## src/rtl/conv_stream_ctrl.sv

```systemverilog
// Frame sequencer for a streaming KxK convolution datapath: tracks pixel position,
// gates the datapath clock-enable and tags results as window-valid / frame-last.
module conv_stream_ctrl #(
  parameter int unsigned M   = 480,
  parameter int unsigned N   = 640,
  parameter int unsigned K   = 3,
  parameter int unsigned LAT = 8
) (
  input  logic        clk,
  input  logic        reset_n,
  input  logic        start,
  input  logic        abort,
  input  logic        s_valid,
  output logic        s_ready,
  output logic        pipe_en,
  output logic        m_valid,
  input  logic        m_ready,
  output logic        m_last,
  output logic [9:0]  row,
  output logic [9:0]  col,
  output logic        busy,
  output logic        done
);

  localparam int unsigned CW = 10;
  localparam logic [CW-1:0] ROW_LAST  = CW'(M - 1);
  localparam logic [CW-1:0] COL_LAST  = CW'(N - 1);
  localparam logic [CW-1:0] WIN_FIRST = CW'(K - 1);

  typedef enum logic [1:0] {
    IDLE  = 2'd0,
    RUN   = 2'd1,
    FLUSH = 2'd2,
    DONE  = 2'd3
  } state_t;

  state_t state, state_nxt;

  logic           room;
  logic           accept;
  logic           last_pix;
  logic           win_valid;
  logic           frame_arm;
  logic           sr_wv_in;
  logic           sr_wl_in;
  logic [LAT-1:0] wv_sr;
  logic [LAT-1:0] wl_sr;

  // The output stage can take a new result when it is empty or being drained.
  assign room      = m_ready | ~m_valid;
  assign accept    = s_valid & s_ready;
  assign last_pix  = (row == ROW_LAST) && (col == COL_LAST);
  assign win_valid = (row >= WIN_FIRST) && (col >= WIN_FIRST);
  assign frame_arm = (state == IDLE) && start;

  // Only accepted pixels carry tags; flush advances push empty bubbles.
  assign sr_wv_in  = (state == RUN) & win_valid;
  assign sr_wl_in  = (state == RUN) & last_pix;

  assign m_valid   = wv_sr[LAT-1];
  assign m_last    = wl_sr[LAT-1];

  // State register.
  always_ff @(posedge clk or negedge reset_n) begin
    if (!reset_n) begin
      state <= IDLE;
    end else begin
      state <= state_nxt;
    end
  end

  // Next-state and per-state handshake decode.
  always_comb begin
    state_nxt = state;
    s_ready   = 1'b0;
    pipe_en   = 1'b0;
    busy      = 1'b0;
    done      = 1'b0;
    case (state)
      IDLE: begin
        if (start) state_nxt = RUN;
      end
      RUN: begin
        busy    = 1'b1;
        s_ready = room;
        pipe_en = s_valid & room;
        if (s_valid && room && last_pix) state_nxt = FLUSH;
      end
      FLUSH: begin
        busy    = 1'b1;
        pipe_en = room;
        if (m_valid && m_ready && m_last) state_nxt = DONE;
      end
      DONE: begin
        done      = 1'b1;
        state_nxt = IDLE;
      end
      default: state_nxt = IDLE;
    endcase
    if (abort) state_nxt = IDLE;
  end

  // Raster position of the next pixel to accept.
  always_ff @(posedge clk or negedge reset_n) begin
    if (!reset_n) begin
      row <= '0;
      col <= '0;
    end else if (abort || frame_arm) begin
      row <= '0;
      col <= '0;
    end else if (accept) begin
      if (col == COL_LAST) begin
        col <= '0;
        row <= row + CW'(1);
      end else begin
        col <= col + CW'(1);
      end
    end
  end

  // Tag pipeline mirroring the datapath latency; frozen whenever pipe_en is low.
  always_ff @(posedge clk or negedge reset_n) begin
    if (!reset_n) begin
      wv_sr <= '0;
      wl_sr <= '0;
    end else if (abort || frame_arm) begin
      wv_sr <= '0;
      wl_sr <= '0;
    end else if (pipe_en) begin
      for (int unsigned i = 1; i < LAT; i++) begin
        wv_sr[i] <= wv_sr[i-1];
        wl_sr[i] <= wl_sr[i-1];
      end
      wv_sr[0] <= sr_wv_in;
      wl_sr[0] <= sr_wl_in;
    end
  end

endmodule

```

## config.mk

```make
export PLATFORM = sky130hd
export DESIGN_NAME = conv_stream_ctrl
export DESIGN_NICKNAME = d
export VERILOG_FILES = /design/src/rtl/conv_stream_ctrl.sv
export SDC_FILE = /design/constraint.sdc
export NUM_CORES = 1
export LEC_CHECK = 0
export BUFFER_PORTS_ARGS = -buffer_cell sky130_fd_sc_hd__clkbuf_2
export CAP_MARGIN = 10
export CORE_MARGIN = 10
export CORE_UTILIZATION = 30
export DETAILED_ROUTE_END_ITERATION = 10
export PLACE_DENSITY = 0.47
export SLEW_MARGIN = 10
export SYNTH_ARGS = -nofsm -noshare
export SYNTH_HDL_FRONTEND = slang
export SYNTH_SLANG_ARGS = --single-unit
```

## constraint.sdc

```tcl
create_clock -name clk -period 4.5 [get_ports clk]
set_input_delay 1.35 -clock clk [delete_from_list [all_inputs] [get_ports clk]]
set_output_delay 1.35 -clock clk [all_outputs]
set_load 0.01 [all_outputs]
```

==> impl_metrics.toml <==
[status]
status = "finished, final reports clean"

[routing]
vias = 1757
drt-initial-drc-count = 77
drc = 0
viasPerCell = 5.24
routed_wl_um = 5300
postRouteAntennaNets = 0
avgRoutedWirePerCell_um = 15.8
firstDrtPassIters = 4

[global_route]
grt_pass1_wl_um = 8870
grt_antenna_before_repair = 0
grt_pass1_vias = 1718
track_usage_pct = 10.6
overflow = 0
grt_max_degree = 39

[die]
dieArea_um2 = 10500
dieWidth_um = 102
rows = 29
initial_core_util_pct = 31.4
pin_count = 32
fp.dieH_um = 102
core_um2 = 6460

[layout]
final_nets = 271
drive_above_1_share_pct = 20.5
n_antenna_cell = 0
areaGrowthSynthToFinish_pct = 17.3

[yosys]
synth.most_common_cell = "nand2_1"
synth-main-ff-cell = "dfrtp_1"
syn_area_per_cell_um2 = 9.10
syn_nets = 237
netlist_top_cells_count = "nand2_1 (40), dfrtp_1 (38), a21oi_1 (31)"
async_reset_ff_share_pct = 100
synth_warnings = 0
ys_seq_area_share_pct = 46.9
synth_edf_count = 0
synth_top_cell_by_area = "dfrtp_1"
synth.area.top_cells = "dfrtp_1 (47%), a21oi_1 (7.6%), nand2_1 (7.4%)"
syn_inst = 223
synth_area_um2 = 2030
ys_types = 42
ys_ff_latch = 38
netlist.area_leader.share_pct = 46.9

[cts]
cts_tree = "yes"
clk_path_buf_depth = 2
cts_buffers = 5
htree_levels = 2
cts_resized = 0
clkSlewWorstSetupHoldPaths_ns = 0.09
clock_sinks = 38
cts_root_buffer = "clkbuf_8"
clock_latency_ns = 0.30
cts_hold_buf = 0
post-cts-setup-buffer-count = 0

[placed_design]
post-dp-hpwl_um = 3730
place_congestion = 0.739
port_buffers = 31

[sta]
clock_skew_ns = 0.00812
period_share_pct = 77.3
tightest_slew_ns = 1.01
setup_viol = 0
fmax_mhz = 287
hold_violations = 0
fin_crit_ns = 3.48
rsz0062_at_grt = "no"
maxSlewHeadroom_pct = 32.6
tns_ns = 0
finalMaxSlewViolations = 0

[critical_path]
reg2reg_depth = 7
required_ns = 3.15
endpoint_kind = "output port"
worstPathArrival_ns = 2.13
critPathMaxFanout = 5
criticalPathCategory = "in -> out"
worst_setup_path_start_kind = "primary input"

[pwr]
p_leak_nw = 1.02
irDropWorstVdd_mv = 0.145
total_power_mw = 0.900
cellPowerDensity_nw_per_um2 = 378

[min_path]
worstHoldPathType = "reg -> reg"
hold_path_depth = 2

[job]
drv_cap = 0
## state kept, by name (all words and copies together), names as in the netlist
register  count
col          10
row          10
state         2
wl_sr         8
wv_sr         8
## stage by stage
step	hold WS (ns)	instances	cell area, um2	worst slack (ns)	utilization, %
floorplan	0.497	223	2030	0.876	-
global placement	0.506	327	2270	1.04	35.1
detailed placement	0.508	327	2270	1.01	35.1
CTS	0.522	335	2380	1.00	36.9
global route	0.545	335	2380	0.923	36.9
finish	0.518	335	2380	1.02	36.9
## worst max-delay path, cell delays in order
cell	delay [ns]
clkbuf_2	0.09
and2_0	0.23
o211ai_2	0.21
clkinv_1	0.11
clkbuf_2	0.14
## cell families after synthesis
group,Yosys count,share of synthesized area (%)
xor+xnor,5,2.16
flops,38,46.9
compound gates,56,17.1
buf+inv,14,3.08
simple gates,102,25.9
fa+ha+maj,8,4.93
## power by group
part           leakage [nW]  total, mW  switching [mW]  internal [mW]
Clock                0.0504      0.303           0.138          0.165
Sequential            0.529      0.361          0.0106          0.350
Combinational         0.436      0.236           0.163         0.0731
Total                  1.02      0.900           0.312          0.588
## cell usage in the layout (no fill, tap or decap), types with 2 or more instances in the layout
master	count
a31oi_1	2
nand2_1	40
and3_1	4
nor4_1	6
nand4_1	3
buf_4	3
xor2_1	3
clkbuf_2	31
dfrtp_1	38
nand3_1	17
a21oi_1	31
clkinvlp_4	2
o21ai_0	12
nor2_1	11
or3_1	7
a21o_1	3
xnor2_1	2
ha_1	8
inv_1	6
nor3_1	2
clkbuf_8	5
## final timing paths
check,slack (ns),startpoint,to
worst max-delay path,1.02,s_valid,pipe_en
worst min-delay path,0.52,wv_sr[2],wv_sr[3]
worst max register to register,2.27,state[1],row[9]
worst min register to register,0.52,wv_sr[2],wv_sr[3]
max in group asynchronous,2.67,reset_n,col[4]
min in group asynchronous,1.20,reset_n,wl_sr[6]
## routing by layer
layer	track usage (%)	wire length, um	share of wire [%]	up-vias
met3	3.10	245	4.6	7
met2	16.9	2440	46	32
met4	2.93	61	1.2	0
li1	-	-	-	851
met1	13.6	2550	48	867
met5	0	0	0	-
## area by class of cell
class                           count  area, um2
Fill cell                         695       4080
Multi-Input combinational cell    171       1020
Sequential cell                    38        951
Timing Repair Buffer               34        178
Tap cell                           77       96.3
Clock buffer                        5       68.8
Clock inverter                      3       45.0
Inverter                            7       26.3
(Power assumes the default switching activity.)
